<file path="src/rtl/ifetch_queue_pkg.sv">
// ifetch_queue_pkg: shared types, widths and reset constant for the instruction prefetch queue
package ifetch_queue_pkg;
  localparam int CFG_CPU_ADDR_BITS = 48;
  localparam int CNT_W = 8;
  localparam logic [63:0] RESET_VECTOR_DEFAULT = 64'h10000;
  typedef struct packed {
    logic [CFG_CPU_ADDR_BITS-1:0] pc;
    logic [63:0] data;
    logic load_fault;
  } ifetch_entry_type;
  typedef struct packed {
    logic [CFG_CPU_ADDR_BITS-1:0] fetch_pc;
    logic [CNT_W-1:0] inflight;
    logic [CNT_W-1:0] discard_cnt;
    logic halted;
  } ifetch_queue_registers;
  localparam ifetch_queue_registers ifetch_queue_r_reset = '{
    fetch_pc: RESET_VECTOR_DEFAULT[CFG_CPU_ADDR_BITS-1:0],
    inflight: '0,
    discard_cnt: '0,
    halted: 1'b0
  };
endpackage

</file>
<file path="src/rtl/ifetch_queue_fifo.sv">
// ifetch_fifo: synchronous FIFO of fetch packets with flush and same-cycle push/pop
module ifetch_fifo
  import ifetch_queue_pkg::*;
#(
  parameter int depth_log2 = 2
) (
  input  logic                 i_clk,
  input  logic                 i_rst,
  input  logic                 i_flush,
  input  logic                 i_push,
  input  ifetch_entry_type     i_wdata,
  input  logic                 i_pop,
  output ifetch_entry_type     o_head,
  output logic [depth_log2:0]  o_count,
  output logic                 o_empty
);
  localparam int CW = depth_log2 + 1;
  ifetch_entry_type mem [2**depth_log2];
  logic [depth_log2-1:0] wr, rd;
  logic do_pop;
  assign o_empty = o_count == '0;
  assign do_pop = i_pop && !o_empty;
  assign o_head = mem[rd];
  always_ff @(posedge i_clk)
    if (i_push) mem[wr] <= i_wdata;
  always_ff @(posedge i_clk)
    if (i_rst || i_flush) begin
      wr <= '0;
      rd <= '0;
      o_count <= '0;
    end else begin
      wr <= wr + depth_log2'(i_push);
      rd <= rd + depth_log2'(do_pop);
      o_count <= o_count + CW'(i_push) - CW'(do_pop);
    end
endmodule

</file>
<file path="src/rtl/ifetch_queue.sv">
// ifetch_queue: sequential instruction prefetch with redirect flush and fault halt; define IFETCH_QUEUE_BYPASS_EN for empty-FIFO zero-latency bypass
module ifetch_queue
  import ifetch_queue_pkg::*;
#(
  parameter int depth_log2 = 2,
  parameter logic [63:0] reset_vector = 64'h10000
) (
  input  logic                          i_clk,
  input  logic                          i_rst,
  input  logic                          i_redirect_valid,
  input  logic [CFG_CPU_ADDR_BITS-1:0]  i_redirect_pc,
  output logic                          o_req_valid,
  output logic [CFG_CPU_ADDR_BITS-1:0]  o_req_addr,
  input  logic                          i_req_ready,
  input  logic                          i_resp_valid,
  input  logic [CFG_CPU_ADDR_BITS-1:0]  i_resp_addr,
  input  logic [63:0]                   i_resp_data,
  input  logic                          i_resp_load_fault,
  output logic                          o_resp_ready,
  output logic                          o_instr_valid,
  output logic [CFG_CPU_ADDR_BITS-1:0]  o_instr_pc,
  output logic [63:0]                   o_instr_data,
  output logic                          o_instr_load_fault,
  input  logic                          i_instr_ready
);
  localparam int A = CFG_CPU_ADDR_BITS;
  ifetch_queue_registers r, rin;
  ifetch_entry_type head, resp_e, out_e;
  logic [depth_log2:0] cnt;
  logic [CNT_W-1:0] inflight_next;
  logic empty, fire, keep, flt, byp, push, pop;
  assign resp_e = '{pc: i_resp_addr, data: i_resp_data, load_fault: i_resp_load_fault};
  assign o_req_valid = !i_rst && !r.halted && !i_redirect_valid && (int'(cnt) + int'(r.inflight) < (1 << depth_log2));
  assign o_req_addr = r.fetch_pc;
  assign o_resp_ready = 1'b1;
  assign fire = o_req_valid && i_req_ready;
  assign keep = !i_rst && i_resp_valid && r.discard_cnt == '0 && !i_redirect_valid;
  assign flt = keep && i_resp_load_fault;
  assign inflight_next = r.inflight + CNT_W'(fire) - CNT_W'(i_resp_valid);
`ifdef IFETCH_QUEUE_BYPASS_EN
  assign byp = empty && keep;
`else
  assign byp = 1'b0;
`endif
  assign push = keep && !(byp && i_instr_ready);
  assign pop = !empty && i_instr_ready;
  assign out_e = byp ? resp_e : head;
  assign o_instr_valid = !empty || byp;
  assign o_instr_pc = o_instr_valid ? out_e.pc : '0;
  assign o_instr_data = o_instr_valid ? out_e.data : '0;
  assign o_instr_load_fault = o_instr_valid && out_e.load_fault;
  always_comb begin
    rin.fetch_pc = i_redirect_valid ? {i_redirect_pc[A-1:2], 2'b00} : fire ? r.fetch_pc + A'(8) : r.fetch_pc;
    rin.inflight = inflight_next;
    rin.halted = !i_redirect_valid && (flt || r.halted);
    rin.discard_cnt = (i_redirect_valid || flt) ? inflight_next :
                      (i_resp_valid && r.discard_cnt != '0) ? r.discard_cnt - CNT_W'(1) : r.discard_cnt;
  end
  always_ff @(posedge i_clk)
    if (i_rst) begin
      r <= ifetch_queue_r_reset;
      r.fetch_pc <= reset_vector[A-1:0];
    end else
      r <= rin;
  ifetch_fifo #(.depth_log2(depth_log2)) u_fifo (
    .i_clk(i_clk),
    .i_rst(i_rst),
    .i_flush(i_redirect_valid),
    .i_push(push),
    .i_wdata(resp_e),
    .i_pop(pop),
    .o_head(head),
    .o_count(cnt),
    .o_empty(empty)
  );
endmodule

</file>
<file path="config.mk">
export PLATFORM = sky130hd
export DESIGN_NAME = ifetch_queue
export DESIGN_NICKNAME = d
export VERILOG_FILES = /design/src/rtl/ifetch_queue_pkg.sv /design/src/rtl/ifetch_queue_fifo.sv /design/src/rtl/ifetch_queue.sv
export SDC_FILE = /design/constraint.sdc
export NUM_CORES = 1
export LEC_CHECK = 0
export ABC_CLOCK_PERIOD_IN_PS = 15200
export CAP_MARGIN = 20
export CORE_MARGIN = 8
export CORE_UTILIZATION = 40
export DETAILED_ROUTE_END_ITERATION = 6
export DONT_BUFFER_PORTS = 1
export PLACE_DENSITY = 0.65
export SYNTH_ARGS = -nofsm -noshare
export SYNTH_HDL_FRONTEND = slang
export SYNTH_HIERARCHICAL = 1
export SYNTH_SLANG_ARGS = --single-unit
</file>
<file path="constraint.sdc">
create_clock -name i_clk -period 15.2 [get_ports i_clk]
set_input_delay 2.28 -clock i_clk [delete_from_list [all_inputs] [get_ports i_clk]]
set_output_delay 2.28 -clock i_clk [all_outputs]
set_load 0.05 [all_outputs]
</file>
==> flow_summary.yaml <==
power:
  power_density_nw_per_um2: 132
  peakVddDrop_mv: 0.0985
  power_uw: 3180
  power.leakage_uw: 0.00731
routing:
  wl_microns: 50600
  dr.pass1.iters: 5
  drt_iter0_drc: 771
  dr.max_layer_used: "met4"
  drc: 0
  wl_met3_microns: 5300
  ant_nets: 0
  route.met2.wl_microns: 25600
  vias: 11527
  wl_met1_microns: 18600
  avgViaCountPerCell: 5.60
  wire_per_inst_microns: 24.6
worst_setup_path:
  reg2reg_to: "r[7]"
  reg2reg_from: "u_fifo/o_count[1]"
  worstSetupEndpointType: "primary output"
  cp.arrival_ns: 3.79
  cp_max_fo: 54
  r2r_slack_ns: 10.73
  reg2regPathDepth: 16
  critPathKind: "flip-flop to primary output"
  critPathRequiredTime_ns: 12.92
  cp-start-kind: "flip-flop"
sta:
  fin_setup_tns_ns: 0
  setup_violations: 0
  timing.final.crit_share_pct: 39.9
  period_minus_slack_ns: 6.07
  fmax_ghz: 0.165
  rsz0062_at_grt: "false"
  tightest_slew_ns: 1.14
  skew_ns: 0.0426
  max_slew_margin_pct: 23.7
  slew_violations: 0
  hold_viol_final: 0
floorplan:
  die_h_microns: 251
  die_w_microns: 251
  num_rows: 86
  io_pins: 331
  dieArea_sq_um: 62900
  start_util_pct: 40.3
  core_sq_um: 54800
clock_tree:
  cts_buffers: 55
  cts_hold_buf: 0
  clk_path_buf_depth: 3
  cts_max_level: 2
  cts_setup_buffers: 0
  cts_resized: 0
  cts_tree: "built"
  cts_sinks: 522
  clock_latency_ns: 0.61
  cts.reportedPaths.clkPinSlew_ns: 0.07
  cts_root_buffer: "clkbuf_16"
yosys:
  synth_flop_cell: "edfxtp_1"
  ys_types: 66
  netlist_area_sq_um: 22100
  ys_seq_area_share_pct: 67.9
  ys_ff_latch: 522
  ys_warn_count: 6
  avgSynthCellArea_sq_um: 16.2
  synth-async-reset-ratio_pct: 0
  syn_inst: 1360
  synth_edf_count: 452
hold_path:
  hold_depth: 2
  worst_hold_startpoint: "r[0]"
  hold_end: "r[0]"
  min_path_type: "flip-flop to flip-flop"
placed_design:
  dpl.cell_count: 1961
  gp_congestion: 0.809
  dp_hpwl_microns: 31800
  io_buffers: 0
cells_and_area:
  antennaDiodeCount: 0
  final_nets: 1503
  area_growth_pct: 9.53
  finalNonFillerCells: 2057
  drive_gt1_share_pct: 17.0
global_routing:
  antenna_found_initial: 2
  grt_pass1_vias: 11803
  grtUsageTotal_pct: 15.6
  grt_pass1_wl_microns: 75700
  grt_max_degree: 103
  grt-ovfl-total: 0
job:
  maxCapViolCount: 0
status:
  status: "complete, no violations"
[kinds of logic after synthesis]
logic type	count (synthesis)	synth area share (%)
simple gates	407	10.5
xor+xnor	17	0.737
other cells	2	0.0340
flops	522	67.9
fa+ha+maj	21	1.26
compound gates	124	4.01
buf+inv	147	3.73
mux	120	11.9
[worst max-delay path, cell delays in order, from the launching register on]
cell and delay (ns):
dfxtp_4 0.53, buf_4 0.69, buf_4 0.70, mux4_2 0.32, nor2b_1 0.89
[where the power goes]
part	total [uW]	leakage (uW)	internal [uW]	switching (uW)
Combinational	226	0.00184	94.3	132
Sequential	1660	0.00464	1590	69.8
Clock	1290	0.000819	733	558
Total	3180	0.00731	2420	759
[flip-flops by register name, summed over array words and instances (netlist names)]
register        flops
u_fifo/mem        452
o_req_addr         46
r                  17
u_fifo/o_count      3
u_fifo/rd           2
u_fifo/wr           2
[worst max path at each step]
stage	from	to	slack, ns	depth (start not counted)
after floorplan	i_redirect_valid	u_fifo/mem[0][0]	3.23	5
after global placement	i_rst	r[7]	9.39	15
after detailed placement	i_rst	r[7]	9.35	15
after CTS	u_fifo/rd[1]	o_instr_data[9]	8.92	4
after global routing	u_fifo/rd[1]	o_instr_data[49]	8.87	4
final	u_fifo/rd[1]	o_instr_data[0]	9.13	4
[layout make-up]
cell class / count / area, sq um
inverter: 25 / 96.3
tap: 704 / 881
multi-input combinational: 692 / 6300
sequential: 522 / 15000
clock inverter: 34 / 344
clock buffer: 61 / 1400
timing repair buffer: 19 / 166
fill: 4711 / 30600
[stage by stage]
stage / util, % / area (sq um) / setup WS [ns] / hold slack (ns)
CTS: 44.1 / 24200 / 8.92 / 0.480
floorplan: - / 22100 / 3.23 / 0.436
global placement: 40.9 / 22400 / 9.39 / 0.457
global route: 44.1 / 24200 / 8.87 / 0.492
detailed placement: 40.9 / 22400 / 9.35 / 0.471
finish: 44.1 / 24200 / 9.13 / 0.473
[cell usage after synthesis, drive strengths merged, types with 23 or more instances]
library cell    n  share of area, %
nor2           47              0.80
nand2          50              0.85
dfxtp          70               6.4
buf            74               2.5
nor2b         121               3.4
o311ai         28               1.1
nor3           29              0.66
edfxtp        452                62
o21ai          28              0.64
mux4          113                12
clkbuf         48              0.82
nand2b         23              0.65
nand3          38              0.86
inv            25              0.44
[metal layers]
metal / up-vias / GRT usage [%]
li1: 5205 / -
met1: 5849 / 17.7
met2: 402 / 26.9
met3: 71 / 6.50
met4: 0 / 4.14
met5: - / 0
[placed cells by master, fill, tap and decap left out, drive strengths merged, types with 15 or more instances in the layout]
| cell type | n |
|---|---|
| nor2b | 121 |
| nand2 | 50 |
| clkinv | 20 |
| nand4 | 21 |
| a31oi | 15 |
| inv | 28 |
| mux4 | 113 |
| ha | 19 |
| o21ai | 28 |
| nand2b | 23 |
| clkbuf | 61 |
| o311ai | 28 |
| nor2 | 47 |
| buf | 19 |
| nor3 | 29 |
| edfxtp | 452 |
| dfxtp | 70 |
| nand3 | 38 |
No activity file was read; power rests on OpenSTA's default activity.
